===== src/rtl/bloom_lut_loader_pkg.sv =====
// bloom_lut_loader_pkg: shared constants and FSM state type for the bloom filter LUT loader
package bloom_lut_loader_pkg;
  localparam int CSR_DATA_W = 16;
  localparam int CSR_ADDR_W = 12;
  localparam int LUT_DATA_W = 8;
  localparam int LUT_ADDR_W = 18;
  localparam int POLL_MAX_DEF = 256;
  localparam int EN = 0;
  localparam int HASH_LUT_CLEAN = 1;
  typedef enum logic [2:0] {
    IDLE, DIS, CLR, POLL_RD, POLL_WT, LOAD, ENA, ERR
  } lut_loader_state_t;
endpackage


===== src/rtl/bloom_lut_loader.sv =====
// bloom_lut_loader: disables the filter, cleans the hash LUT, loads streamed entries, re-enables
module bloom_lut_loader
  import bloom_lut_loader_pkg::*;
#(
  parameter int AMM_CSR_DATA_W = CSR_DATA_W,
  parameter int AMM_CSR_ADDR_W = CSR_ADDR_W,
  parameter int AMM_LUT_DATA_W = LUT_DATA_W,
  parameter int AMM_LUT_ADDR_W = LUT_ADDR_W,
  parameter int POLL_MAX = POLL_MAX_DEF
) (
  input  logic                      clk_i,
  input  logic                      rst_n_i,
  input  logic                      start_i,
  output logic                      busy_o,
  output logic                      done_o,
  output logic                      err_o,
  input  logic [AMM_LUT_ADDR_W-1:0] entry_addr_i,
  input  logic                      entry_valid_i,
  output logic                      entry_ready_o,
  input  logic                      entry_last_i,
  output logic [AMM_CSR_ADDR_W-1:0] csr_address_o,
  output logic                      csr_write_o,
  output logic [AMM_CSR_DATA_W-1:0] csr_writedata_o,
  output logic                      csr_read_o,
  input  logic [AMM_CSR_DATA_W-1:0] csr_readdata_i,
  input  logic                      csr_readdatavalid_i,
  input  logic                      csr_waitrequest_i,
  output logic [AMM_LUT_ADDR_W-1:0] lut_address_o,
  output logic                      lut_write_o,
  output logic [AMM_LUT_DATA_W-1:0] lut_writedata_o,
  input  logic                      lut_waitrequest_i
);
  localparam int CNT_W = $clog2(POLL_MAX + 1);
  lut_loader_state_t state, next;
  logic [CNT_W-1:0] cnt;
  logic last_seen;
  logic csr_acc, lut_acc, entry_acc, start_acc;
  logic busy_d, done_d, err_d, csr_write_d, csr_read_d;
  logic [AMM_CSR_ADDR_W-1:0] csr_address_d;
  logic [AMM_CSR_DATA_W-1:0] csr_writedata_d;
  logic unused;
  assign unused = ^csr_readdata_i[AMM_CSR_DATA_W-1:1];
  assign csr_acc = (csr_write_o | csr_read_o) & ~csr_waitrequest_i;
  assign lut_acc = lut_write_o & ~lut_waitrequest_i;
  assign start_acc = (state == IDLE) & start_i;
  assign entry_ready_o = (state == LOAD) & ~last_seen & (~lut_write_o | ~lut_waitrequest_i);
  assign entry_acc = entry_valid_i & entry_ready_o;
  // state register
  always_ff @(posedge clk_i or negedge rst_n_i)
    if (!rst_n_i) state <= IDLE;
    else state <= next;
  // next-state logic; LOAD exits only once the final entry's write has been accepted
  always_comb begin
    next = state;
    case (state)
      IDLE:    if (start_i) next = DIS;
      DIS:     if (csr_acc) next = CLR;
      CLR:     if (csr_acc) next = POLL_RD;
      POLL_RD: if (csr_acc) next = POLL_WT;
      POLL_WT: if (csr_readdatavalid_i)
                 next = !csr_readdata_i[0] ? LOAD : (cnt < CNT_W'(POLL_MAX)) ? POLL_RD : ERR;
      LOAD:    if (last_seen & (~lut_write_o | lut_acc)) next = ENA;
      ENA:     if (csr_acc) next = IDLE;
      default: next = IDLE;
    endcase
  end
  // output decode from the upcoming state so every output leaves a flop
  always_comb begin
    csr_write_d = next inside {DIS, CLR, ENA};
    csr_read_d = next == POLL_RD;
    csr_address_d = next inside {CLR, POLL_RD} ? AMM_CSR_ADDR_W'(HASH_LUT_CLEAN) : AMM_CSR_ADDR_W'(EN);
    csr_writedata_d = AMM_CSR_DATA_W'(next inside {CLR, ENA});
    busy_d = !(next inside {IDLE, ERR});
    done_d = (next == ERR) | ((state == ENA) & (next == IDLE));
    err_d = (next == ERR) | (err_o & ~start_acc);
  end
  // registered status and CSR command outputs
  always_ff @(posedge clk_i or negedge rst_n_i)
    if (!rst_n_i) begin
      busy_o <= 1'b0;
      done_o <= 1'b0;
      err_o <= 1'b0;
      csr_write_o <= 1'b0;
      csr_read_o <= 1'b0;
      csr_address_o <= '0;
      csr_writedata_o <= '0;
    end else begin
      busy_o <= busy_d;
      done_o <= done_d;
      err_o <= err_d;
      csr_write_o <= csr_write_d;
      csr_read_o <= csr_read_d;
      csr_address_o <= csr_address_d;
      csr_writedata_o <= csr_writedata_d;
    end
  // completed clean-status reads since the accepted start
  always_ff @(posedge clk_i or negedge rst_n_i)
    if (!rst_n_i) cnt <= '0;
    else if (start_acc) cnt <= '0;
    else if ((state == POLL_RD) & csr_acc) cnt <= cnt + 1'b1;
  // remembers that the final entry was taken so the stream is not drained further
  always_ff @(posedge clk_i or negedge rst_n_i)
    if (!rst_n_i) last_seen <= 1'b0;
    else if (state != LOAD) last_seen <= 1'b0;
    else if (entry_acc & entry_last_i) last_seen <= 1'b1;
  // LUT write pipeline: one stage between the entry stream and the LUT port
  always_ff @(posedge clk_i or negedge rst_n_i)
    if (!rst_n_i) begin
      lut_address_o <= '0;
      lut_write_o <= 1'b0;
      lut_writedata_o <= '0;
    end else if (entry_acc) begin
      lut_address_o <= entry_addr_i;
      lut_write_o <= 1'b1;
      lut_writedata_o <= AMM_LUT_DATA_W'(1);
    end else if (lut_acc) lut_write_o <= 1'b0;
endmodule


===== config.mk =====
export PLATFORM = sky130hd
export DESIGN_NAME = bloom_lut_loader
export DESIGN_NICKNAME = d
export VERILOG_FILES = /design/src/rtl/bloom_lut_loader_pkg.sv /design/src/rtl/bloom_lut_loader.sv
export SDC_FILE = /design/constraint.sdc
export NUM_CORES = 1
export LEC_CHECK = 0
export ABC_CLOCK_PERIOD_IN_PS = 2900
export CORE_MARGIN = 3
export CORE_UTILIZATION = 43
export DETAILED_ROUTE_END_ITERATION = 6
export PLACE_DENSITY = 0.86
export SKIP_CTS_REPAIR_TIMING = 1
export SYNTH_ARGS = -nofsm -noshare
export SYNTH_HDL_FRONTEND = slang
export SYNTH_SLANG_ARGS = --single-unit

===== constraint.sdc =====
create_clock -name clk_i -period 2.9 [get_ports clk_i]
set_clock_uncertainty 0.15 [all_clocks]
set_input_delay 0.435 -clock clk_i [delete_from_list [all_inputs] [get_ports clk_i]]
set_output_delay 0.435 -clock clk_i [all_outputs]
set_load 0.01 [all_outputs]

Word-level counts from Yosys, hierarchy flattened
Index checks and enable logic that the tools add are counted.
- equal/unequal tests: 12
- order comparisons: 1
- bitwise operators: 21
- add/subtract/negate cells: 1
- multiply operators: 0
- shifts and indexed selects: 0
- div/mod/pow operators: 0
- reduce and logical (&&, ||, !) cells: 10
- multiplexer cells: 17
- operator list (cell ; count):
    3-bit two-way mux ; 9
    3-bit one-hot mux with 7 select lines ; 1
    9-bit two-way mux ; 2
    3-bit equality test, second input constant ; 5
    3-bit by 2-bit equality test with 1-bit output, second input constant ; 4
    2-bit nonzero test ; 6
    1-bit AND ; 11
    9-bit by 1-bit adder with 9-bit output, second input constant ; 1
    9-bit less-than comparator, second input constant ; 1
    3-bit by 1-bit equality test with 1-bit output, second input constant ; 2
    3-bit zero test ; 2
    1-bit two-way mux ; 5
    1-bit NOT ; 5
    1-bit OR ; 5
    3-bit != test, second input constant ; 1
    3-bit nonzero test ; 1
    1-bit zero test ; 1
- memory bits (read-only): 0
- bits in writable memories: 0
- latch bits: 0
- bits in registers: 40
- memories kept: 0
- input port bits: 42
- output and inout bits: 61

Depth between registers and ports, before layout
Gate-level depths: netlist of the first run.
- word-level depth: 9
- gate-level depth with buffers: 7

Worst setup path before layout of the first run
OpenSTA, ideal clock, no wires.
- path type: input to register
- from: input port csr_waitrequest_i
- to: register busy_o
- buffers on the path: 2
- required time: 2625 ps
- cell stages on the path: 7
- arrival: 1609 ps
- setup slack: 1016 ps
- cells stage by stage: o21ba_1 -> buf_4 -> a21oi_1 -> o21ai_0 -> o31a_1 -> buf_2 -> mux2_2
- longest elaborated chain between the ends: 7
- elaborated cells on any way between the ends: 11
- classes of those cells: eq/ne: 1; mux: 5; bitwise: 2; reduce/logical: 3
- RTL lines (what ; RTL line ; source):
    start: declaration ; bloom_lut_loader.sv:27 ; input logic csr_waitrequest_i,
    1-bit NOT * ; bloom_lut_loader.sv:43 ; assign csr_acc = (csr_write_o | csr_read_o) & ~csr_waitrequest_i;
    1-bit AND * ; bloom_lut_loader.sv:43 ;
    3-bit two-way mux, on equally long branches ; - ;
    3-bit one-hot mux with 7 select lines * ; bloom_lut_loader.sv:55 ; case (state)
    3-bit equality test / 3-bit zero test (equally long branches) ; bloom_lut_loader.sv:73 ; busy_d = !(next inside {IDLE, ERR});
    2-bit nonzero test * ; bloom_lut_loader.sv:73 ;
    1-bit zero test * ; bloom_lut_loader.sv:73 ;
    via busy_d ; bloom_lut_loader.sv:38 ; logic busy_d, done_d, err_d, csr_write_d, csr_read_d;
    end signal: assignment ; bloom_lut_loader.sv:88 ; busy_o <= busy_d;
    end: declaration ; bloom_lut_loader.sv:14 ; output logic busy_o,
The timed path passes the listed nets; every way through them passes the cells marked *.
A chain may end at the register's enable or synchronous reset.

Worst setup path after layout of the first run
- from: register state[1]
- to: output port entry_ready_o
- longest elaborated chain between the ends: 3
- RTL lines (what ; RTL line ; source):
    start: declaration ; bloom_lut_loader.sv:34 ; lut_loader_state_t state, next;
    start signal: assignment ; bloom_lut_loader.sv:51 ; else state <= next;
    3-bit equality test ; bloom_lut_loader.sv:46 ; assign entry_ready_o = (state == LOAD) & ~last_seen & (~lut_write_o | ~lut_waitrequest_i);
    1-bit AND (2 in a row) ; bloom_lut_loader.sv:46 ;
    end: declaration ; bloom_lut_loader.sv:19 ; output logic entry_ready_o,
Every way passes these cells.

==> results of run 1 <==
-- power by group through the flow --
| stage | Combinational (mW) | Sequential [mW] | Clock, mW |
|---|---|---|---|
| 2_1_floorplan | 0.529 | 0.950 | 0 |
| 3_3_place_gp | 0.956 | 0.914 | 0 |
| 3_5_place_dp | 0.980 | 0.926 | 0 |
| 4_1_cts | 0.985 | 0.915 | 0.367 |
| 5_1_grt | 1.06 | 0.942 | 0.391 |
| 6_report | 0.975 | 0.913 | 0.356 |
-- cells by family after synthesis --
kind of cell             count (synthesis)  share of synthesized area, %
adder cells (fa/ha/maj)                  1                         0.626
multiplexers                            22                          12.2
other                                    1                         0.188
AO/OA/AOI/OAI                           18                          6.01
AND/OR/NAND/NOR                         45                          13.0
flip-flops                              40                          50.1
buffers and inverters                   42                          15.3
XOR/XNOR                                 6                          2.63
-- registers in the layout, summed over array words and instances, names as in the netlist --
register and cells:
lut_address_o 18, cnt 9, state 3, busy_o 1, csr_address_o 1, csr_read_o 1, csr_write_o 1, csr_writedata_o 1
done_o 1, err_o 1, last_seen 1, lut_write_o 1, lut_writedata_o 1
-- per-layer routing --
layer  wire length, µm  track usage (%)  vias up
met5                 0                0        -
met1              1470             17.0      612
li1                  -                -      635
met3               278             4.59        8
met2              1860             22.9       45
met4                43             5.03        0
-- placed cells by master, fill, tap and decap left out, types with 2 or more instances in the layout --
| cell | instances |
|---|---|
| sky130_fd_sc_hd__clkdlybuf4s50_1 | 53 |
| sky130_fd_sc_hd__dfrtp_1 | 40 |
| sky130_fd_sc_hd__conb_1 | 33 |
| sky130_fd_sc_hd__mux2_2 | 19 |
| sky130_fd_sc_hd__nand2_1 | 12 |
| sky130_fd_sc_hd__nor2_1 | 11 |
| sky130_fd_sc_hd__o21ai_0 | 6 |
| sky130_fd_sc_hd__clkbuf_8 | 5 |
| sky130_fd_sc_hd__a21oi_1 | 3 |
| sky130_fd_sc_hd__mux2i_1 | 3 |
| sky130_fd_sc_hd__nand3_1 | 3 |
| sky130_fd_sc_hd__nor3_1 | 3 |
| sky130_fd_sc_hd__xnor2_1 | 3 |
| sky130_fd_sc_hd__xor2_1 | 3 |
| sky130_fd_sc_hd__buf_4 | 3 |
| sky130_fd_sc_hd__nor2b_1 | 2 |
| sky130_fd_sc_hd__inv_1 | 2 |
| sky130_fd_sc_hd__nand2b_1 | 2 |
| sky130_fd_sc_hd__and3_1 | 2 |
| sky130_fd_sc_hd__nand4_1 | 2 |
-- worst max-delay path by stage --
stage,end,slack [ns]
4_1_cts,entry_ready_o,0.41
2_1_floorplan,busy_o$_DFF_PN0_,1.02
5_1_grt,entry_ready_o,0.32
3_5_place_dp,busy_o$_DFF_PN0_,0.49
6_report,entry_ready_o,0.42
3_3_place_gp,busy_o$_DFF_PN0_,0.55
-- final cells by class --
cell class              count  share of cell area (%)
clock buffers               5                    2.72
clock inverters             2                   0.495
inverters                   2                   0.297
well taps                  52                    2.58
flip-flops and latches     40                    39.6
multi-input cells         125                    32.2
repair buffers             57                    22.1
-- through the flow --
step	util (%)	hold slack [ns]
after floorplan	-	-0.0106
after global placement	55.4	0.300
after detailed placement	55.4	0.313
after CTS	57.2	0.152
after global routing	57.2	0.186
final	57.2	0.115
==> impl_metrics.json, run 1 <==
{
  "peakVddDrop_uv": 537,
  "globalRouteOverflowTotal": 0,
  "postRouteAntennaNets": 0,
  "power_leakage_nw": 1.16,
  "tritoncts.num_buffers": 5,
  "synth.yosys.seq_area_share_pct": 50.1,
  "drcViolationCount": 0,
  "clkSlewWorstSetupHoldPaths_ns": 0.08,
  "critPathMaxStageDelay_ns": 0.59,
  "cap_viol_max_count": 0,
  "final-hold-violation-count": 0,
  "ys_types": 38,
  "io_pins": 103,
  "post-route-min-period_ns": 2.48,
  "grt_util_all_layers_pct": 13.9,
  "multi_input_area_um2": 813,
  "layout-drive-gt1-share_pct": 15.2,
  "post_synth_instance_area_um2": 2000,
  "setup_crit_end_kind": "output pin",
  "die_x_um": 74.2,
  "timing.setup.critical_path_class": "reg -> out",
  "synth_flop_cell": "sky130_fd_sc_hd__dfrtp_1",
  "max_slew.worst_pin.slew_ns": 0.892,
  "totalNegativeSetupSlack_ns": 0,
  "report.final.slew_viol_count": 0,
  "detailedRoute.firstIterationViolations": 24,
  "die_area_um2": 5500,
  "synthTopCellsByCount": "sky130_fd_sc_hd__dfrtp_1 (40), sky130_fd_sc_hd__buf_4 (34), sky130_fd_sc_hd__mux2_2 (19)",
  "p_sw_share_pct": 33.3,
  "syn_avg_cell_area_um2": 11.4,
  "worstPathCellList": "nand3b_4, nor3b_2, clkdlybuf4s50_1",
  "arrival_ns": 1.89,
  "fmax_mhz": 404,
  "n_antenna_cell": 0,
  "share_clk_of_total_power_pct": 15.9,
  "count_of_cells_along_the_worst_register_to_register_path": 5,
  "row_count": 24,
  "dpl.hpwl_um": 2770,
  "total_via_count_after_detailed_routing": 1300,
  "rsz0062_at_grt": "no",
  "grt_antenna_before_repair": 0,
  "ys_top_cells_by_area": "sky130_fd_sc_hd__dfrtp_1 (50%), sky130_fd_sc_hd__buf_4 (13%), sky130_fd_sc_hd__mux2_2 (11%)",
  "yosysWarnings": 0,
  "startpoint": "state[1]$_DFF_PN0_",
  "crit_path_start_kind": "register",
  "clock_latency_ns": 0.29,
  "dp_slack_ns": 0.494,
  "worst_r2r_startpoint": "state[1]$_DFF_PN0_",
  "die-height_um": 74.2,
  "p_comb_share_pct": 43.4,
  "placed_area_um2": 2440,
  "htree_levels": 2,
  "critical_path.max_fanout": 10,
  "crit_path_top_delay_cell": "sky130_fd_sc_hd__clkdlybuf4s50_1",
  "crit_path_depth": 3,
  "first_global_vias": 1209,
  "floorplan.initialDensity_pct": 45.3,
  "grt_first_pass_wirelength_um": 5710,
  "timing.max_slew.rel_slack_pct": 40.5,
  "register_to_register_setup_slack_ns": 0.81,
  "worstPathRequired_ns": 2.32,
  "post-synth-top-area-fraction_pct": 50.1,
  "async_flop_share_pct": 100,
  "via_per_inst": 4.59,
  "total_of_fill_cells_in_the_finished_design": 367,
  "io_buffer_count": 54,
  "layout_setup_ws_ns": 0.424,
  "area.sequential_um2": 1000,
  "synthDominantAreaCellType": "sky130_fd_sc_hd__dfrtp_1",
  "sequentialPowerShare_pct": 40.7,
  "power_mw": 2.24,
  "synthCells": 175,
  "wirelength_um": 3650,
  "avgRoutedWirePerCell_um": 12.9,
  "category_of_cells_accounting_for_the_largest_share_of_critical_path_delay": "buffers and inverters",
  "outcome": "finished clean",
  "clock_sink_count": 40,
  "finalWeightedCongestion": 0.836,
  "design.core.area_um2": 4410,
  "drt_first_pass_iters": 4,
  "areal_power_density_over_the_cells_nw_per_um2": 888,
  "final_min_period_over_clock_period_pct": 85.4,
  "worst_r2r_endpoint": "lut_address_o[15]$_DFFE_PN0P_",
  "finish.instance_area_um2": 2530,
  "layout.cells.non_filler": 283,
  "cp.buffers_inverters": 1,
  "ctsLongestPathBuffers": 2,
  "maximum_number_of_pins_on_one_net_before_global_route_repair": 41,
  "cellInternalPower_mw": 1.50,
  "holdCritPathClass": "in -> async",
  "tritoncts": "yes",
  "yosys_register_bits": 40,
  "place.detailed.instances": 276,
  "p_sw_mw": 0.747,
  "layout.nets": 274,
  "syn_to_final_growth_pct": 26.3,
  "cts_root_buffer": "sky130_fd_sc_hd__clkbuf_8",
  "synth-edff-count": 0,
  "yosys.cell_count.top_type": "sky130_fd_sc_hd__dfrtp_1",
  "setup_violations": 0
}
Note: power is estimated with default switching activity, not from simulation.
==> run 2, diff against run 1 <==
ABC_CLOCK_PERIOD_IN_PS = 3100   (was 2900)
clock period = 3.1 ns   (was 2.9 ns; I/O delays follow)
==> impl_metrics.json, run 2 (same netlist as run 1, synthesis figures left out) <==
{
  "max_slew.worst_pin.slew_ns": 0.869,
  "tritoncts": "yes",
  "io_pins": 103,
  "total_via_count_after_detailed_routing": 1307,
  "htree_levels": 2,
  "detailedRoute.firstIterationViolations": 27,
  "layout-drive-gt1-share_pct": 14.7,
  "grt_util_all_layers_pct": 13.8,
  "worstPathCellList": "nand3b_4, nor3b_2, clkdlybuf4s50_1",
  "die_area_um2": 5500,
  "sequentialPowerShare_pct": 40.9,
  "layout.cells.most_common": "sky130_fd_sc_hd__clkdlybuf4s50_1",
  "layout_setup_ws_ns": 0.609,
  "total_of_fill_cells_in_the_finished_design": 383,
  "share_clk_of_total_power_pct": 15.8,
  "ctsLongestPathBuffers": 2,
  "die-height_um": 74.2,
  "drcViolationCount": 0,
  "p_sw_mw": 0.682,
  "totalNegativeSetupSlack_ns": 0,
  "setup_violations": 0,
  "multi_input_area_um2": 813,
  "row_count": 24,
  "cap_viol_max_count": 0,
  "dpl.hpwl_um": 2700,
  "syn_to_final_growth_pct": 26.5,
  "dp_slack_ns": 0.667,
  "final_min_period_over_clock_period_pct": 80.3,
  "outcome": "finished clean",
  "clock_sink_count": 40,
  "drt_first_pass_iters": 4,
  "holdCritPathClass": "in -> async",
  "largest_register_ff_count": 18,
  "tritoncts.num_buffers": 5,
  "die_x_um": 74.2,
  "grt_antenna_before_repair": 0,
  "cellInternalPower_mw": 1.41,
  "final-hold-violation-count": 0,
  "post-route-min-period_ns": 2.49,
  "clock_latency_ns": 0.28,
  "worstPathRequired_ns": 2.48,
  "first_global_vias": 1309,
  "fmax_mhz": 402,
  "crit_path_start_kind": "register",
  "critPathMaxStageDelay_ns": 0.59,
  "cp.buffers_inverters": 1,
  "rsz0062_at_grt": "no",
  "timing.max_slew.rel_slack_pct": 42.0,
  "worst_r2r_endpoint": "lut_address_o[1]$_DFFE_PN0P_",
  "n_antenna_cell": 0,
  "wirelength_um": 3590,
  "maximum_number_of_pins_on_one_net_before_global_route_repair": 41,
  "areal_power_density_over_the_cells_nw_per_um2": 826,
  "crit_path_depth": 3,
  "crit_path_top_delay_cell": "sky130_fd_sc_hd__clkdlybuf4s50_1",
  "globalRouteOverflowTotal": 0,
  "grt_first_pass_wirelength_um": 5740,
  "peakVddDrop_uv": 504,
  "registers_with_the_most_flip_flops": "lut_address_o: 18 flops, cnt: 9 flops, state: 3 flops",
  "smallest_hold_slack_ns": 0.143,
  "io_buffer_count": 54,
  "arrival_ns": 1.88,
  "p_comb_share_pct": 43.3,
  "cts_root_buffer": "sky130_fd_sc_hd__clkbuf_8",
  "p_sw_share_pct": 32.6,
  "category_of_cells_accounting_for_the_largest_share_of_critical_path_delay": "buffers and inverters",
  "area.sequential_um2": 1000,
  "finalWeightedCongestion": 0.844,
  "avgRoutedWirePerCell_um": 12.6,
  "report.final.slew_viol_count": 0,
  "mostFrequentLayoutCells": "sky130_fd_sc_hd__clkdlybuf4s50_1 (53), sky130_fd_sc_hd__dfrtp_1 (40), sky130_fd_sc_hd__conb_1 (33)",
  "count_of_cells_along_the_worst_register_to_register_path": 5,
  "critical_path.max_fanout": 10,
  "clkSlewWorstSetupHoldPaths_ns": 0.07,
  "setup_crit_end_kind": "output pin",
  "worst_r2r_startpoint": "state[1]$_DFF_PN0_",
  "via_per_inst": 4.60,
  "postRouteAntennaNets": 0,
  "timing.setup.critical_path_class": "reg -> out",
  "floorplan.initialDensity_pct": 45.3,
  "register_to_register_setup_slack_ns": 1.00,
  "design.core.area_um2": 4410,
  "regMostFlops": "lut_address_o",
  "power_leakage_nw": 1.16,
  "layout.nets": 274
}
==> run 2: cell types whose count changed in the layout (fill, tap and decap cells not counted), sizes merged <==
cell	before	now
clkbuf	5	7
clkinvlp	1	0
==> run 2: power groups by stage <==
stage | Clock (mW) | Combinational (mW) | Sequential, mW
5_1_grt | 0.373 | 0.995 | 0.883
4_1_cts | 0.349 | 0.919 | 0.857
2_1_floorplan | 0 | 0.494 | 0.889
6_report | 0.331 | 0.904 | 0.855
3_5_place_dp | 0 | 0.915 | 0.867
3_3_place_gp | 0 | 0.895 | 0.855
==> run 2: worst max path at each step <==
stage / slack (ns) / endpoint / from
after floorplan: 1.19 / busy_o$_DFF_PN0_ / csr_waitrequest_i
after global placement: 0.71 / busy_o$_DFF_PN0_ / csr_waitrequest_i
after detailed placement: 0.67 / busy_o$_DFF_PN0_ / csr_waitrequest_i
after CTS: 0.60 / entry_ready_o / state[1]$_DFF_PN0_
after global routing: 0.48 / entry_ready_o / state[1]$_DFF_PN0_
final: 0.61 / entry_ready_o / state[1]$_DFF_PN0_
==> run 2: cell type report <==
type / instances / share of cell area [%]
Tap cell: 52 / 2.57
Clock buffer: 7 / 3.02
Clock inverter: 1 / 0.346
Multi-Input combinational cell: 125 / 32.1
Timing Repair Buffer: 57 / 22.1
Inverter: 2 / 0.297
Sequential cell: 40 / 39.6
==> run 2: worst register-to-register path, delay by kind of cell, from the launching register on <==
kind                   cells  cell delay [ns]
flip-flops                 1             0.50
multiplexers               1             0.29
AND/OR/NAND/NOR            3             0.77
buffers and inverters      1             0.28
==> run 2: per-layer routing <==
| metal | part of all wire, % | track usage, % |
|---|---|---|
| met5 | 0 | 0 |
| met4 | 0.45 | 4.83 |
| met3 | 6.4 | 4.86 |
| met2 | 54 | 24.2 |
| met1 | 39 | 15.6 |
==> run 2: per-stage QoR <==
step	cells	area [µm²]	total power, mW	util (%)
2_1_floorplan	207	2120	1.38	-
3_3_place_gp	276	2440	1.75	55.4
3_5_place_dp	276	2440	1.78	55.4
4_1_cts	284	2530	2.12	57.3
5_1_grt	284	2530	2.25	57.3
6_report	284	2530	2.09	57.3
==> run 3, diff against run 2 <==
ABC_CLOCK_PERIOD_IN_PS = 2300   (was 3100)
CORE_UTILIZATION = 40   (was 43)
PLACE_DENSITY = 0.81   (was 0.86)
clock period = 2.3 ns   (was 3.1 ns; I/O delays follow)
==> impl_metrics.json, run 3 (same netlist as run 1, synthesis figures left out) <==
{
  "grt_util_all_layers_pct": 13.6,
  "detailedRoute.firstIterationViolations": 46,
  "crit_path_top_delay_cell": "sky130_fd_sc_hd__clkdlybuf4s50_1",
  "power_mw": 2.93,
  "setup_crit_end_kind": "output pin",
  "ctsLongestPathBuffers": 2,
  "cts_root_buffer": "sky130_fd_sc_hd__clkbuf_8",
  "fin_util_pct": 54.9,
  "first_global_vias": 1366,
  "holdCritPathClass": "reg -> reg",
  "layout-drive-gt1-share_pct": 18.3,
  "regMostFlops": "lut_address_o",
  "cp.buffers_inverters": 1,
  "outcome": "finished clean",
  "htree_levels": 2,
  "drt_first_pass_iters": 4,
  "layout.nets": 283,
  "clkSlewWorstSetupHoldPaths_ns": 0.07,
  "setup_violations": 0,
  "row_count": 25,
  "die_x_um": 76.7,
  "report.final.slew_viol_count": 0,
  "worstPathCellList": "nand3b_4, nor3b_2, clkdlybuf4s50_1",
  "wirelength_um": 3890,
  "largest_register_ff_count": 18,
  "grt_antenna_before_repair": 0,
  "multi_input_area_um2": 813,
  "clock_sink_count": 40,
  "globalRouteOverflowTotal": 0,
  "arrival_ns": 1.70,
  "crit_path_start_kind": "register",
  "worstPathRequired_ns": 1.80,
  "tritoncts": "yes",
  "layout_setup_ws_ns": 0.101,
  "die-height_um": 76.7,
  "grt_first_pass_wirelength_um": 6370,
  "io_pins": 103,
  "postRouteAntennaNets": 0,
  "layout.cells.most_common": "sky130_fd_sc_hd__clkdlybuf4s50_1",
  "power_leakage_nw": 1.20,
  "via_per_inst": 4.44,
  "total_of_fill_cells_in_the_finished_design": 414,
  "critical_path.max_fanout": 7,
  "layout.cells.non_filler": 307,
  "fmax_mhz": 455,
  "final-hold-violation-count": 0,
  "use_met3_pct": 4.34,
  "maximum_number_of_pins_on_one_net_before_global_route_repair": 24,
  "dp_slack_ns": 0.0528,
  "areal_power_density_over_the_cells_nw_per_um2": 1120,
  "groute.layer.met1.usage_pct": 15.2,
  "place.detailed.instances": 295,
  "clock_latency_ns": 0.29,
  "peakVddDrop_uv": 679,
  "critPathMaxStageDelay_ns": 0.59,
  "totalNegativeSetupSlack_ns": 0,
  "tritoncts.num_buffers": 5,
  "area.sequential_um2": 1000,
  "avgRoutedWirePerCell_um": 12.7,
  "dpl.hpwl_um": 2940,
  "final_min_period_over_clock_period_pct": 95.6,
  "design.core.area_um2": 4790,
  "drcViolationCount": 0,
  "groute.layer.met2.usage_pct": 24.0,
  "io_buffer_count": 54,
  "finalWeightedCongestion": 0.730,
  "n_antenna_cell": 0,
  "floorplan.initialDensity_pct": 41.8,
  "cap_viol_max_count": 0,
  "mostFrequentLayoutCells": "sky130_fd_sc_hd__clkdlybuf4s50_1 (53), sky130_fd_sc_hd__dfrtp_1 (38), sky130_fd_sc_hd__conb_1 (33)",
  "grt_most_used_layer": "met2",
  "total_via_count_after_detailed_routing": 1363,
  "syn_to_final_growth_pct": 31.4,
  "category_of_cells_accounting_for_the_largest_share_of_critical_path_delay": "buffers and inverters",
  "registers_with_the_most_flip_flops": "lut_address_o: 18 flops, cnt: 9 flops, state: 3 flops",
  "rsz0062_at_grt": "no",
  "die_area_um2": 5880,
  "timing.setup.critical_path_class": "reg -> out",
  "post-route-min-period_ns": 2.20
}
## run 3: path summary, 6_finish.rpt
kind	start	endpoint	slack (ns)	cells after the start
setup / recovery	state[2]$_DFF_PN0_	entry_ready_o	0.10	3
max in group asynchronous	rst_n_i	state[0]$_DFF_PN0_	1.00	3
min in group asynchronous	rst_n_i	lut_address_o[10]$_DFFE_PN0P_	0.36	2
hold / removal	lut_writedata_o[0]$_DFFE_PN0P_	lut_writedata_o[0]$_DFFE_PN0P_	0.33	1
hold reg to reg	lut_writedata_o[0]$_DFFE_PN0P_	lut_writedata_o[0]$_DFFE_PN0P_	0.33	1
setup reg to reg	state[2]$_DFF_PN0_	busy_o$_DFF_PN0_	0.36	6
## run 3: report_power, final
group / internal, mW / switching [mW]
sequential: 0.970 / 0.149
clock: 0.206 / 0.228
combinational: 0.802 / 0.577
## run 3: final cells by class
| class | count | share of cell area (%) |
|---|---|---|
| Sequential cell | 40 | 38.2 |
| Timing Repair Buffer | 66 | 24.4 |
| Clock buffer | 6 | 2.76 |
| Inverter | 2 | 0.286 |
| Clock inverter | 1 | 0.191 |
| Tap cell | 67 | 3.19 |
| Multi-Input combinational cell | 125 | 31.0 |
## run 3: per-layer routing
metal  up-vias  part of all wire [%]
met1       653                    39
met4         0                   1.1
met5         -                     0
met2        51                    53
met3         4                   6.8
li1        655                     -
## run 3: metrics by stage
step / hold WS [ns] / instance area, µm²
finish: 0.334 / 2630
global route: 0.353 / 2630
CTS: -0.173 / 2580
detailed placement: 0.146 / 2510
global placement: 0.151 / 2510
floorplan: -0.101 / 2120
## run 3: worst register-to-register path, delay by kind of cell, from the launching register on
family                 cells  cell delay, ns
DFF                        1            0.48
AOI/OAI and AO/OA          1            0.20
buffers and inverters      1            0.17
and+or+nand+nor            3            0.54
muxes                      1            0.28
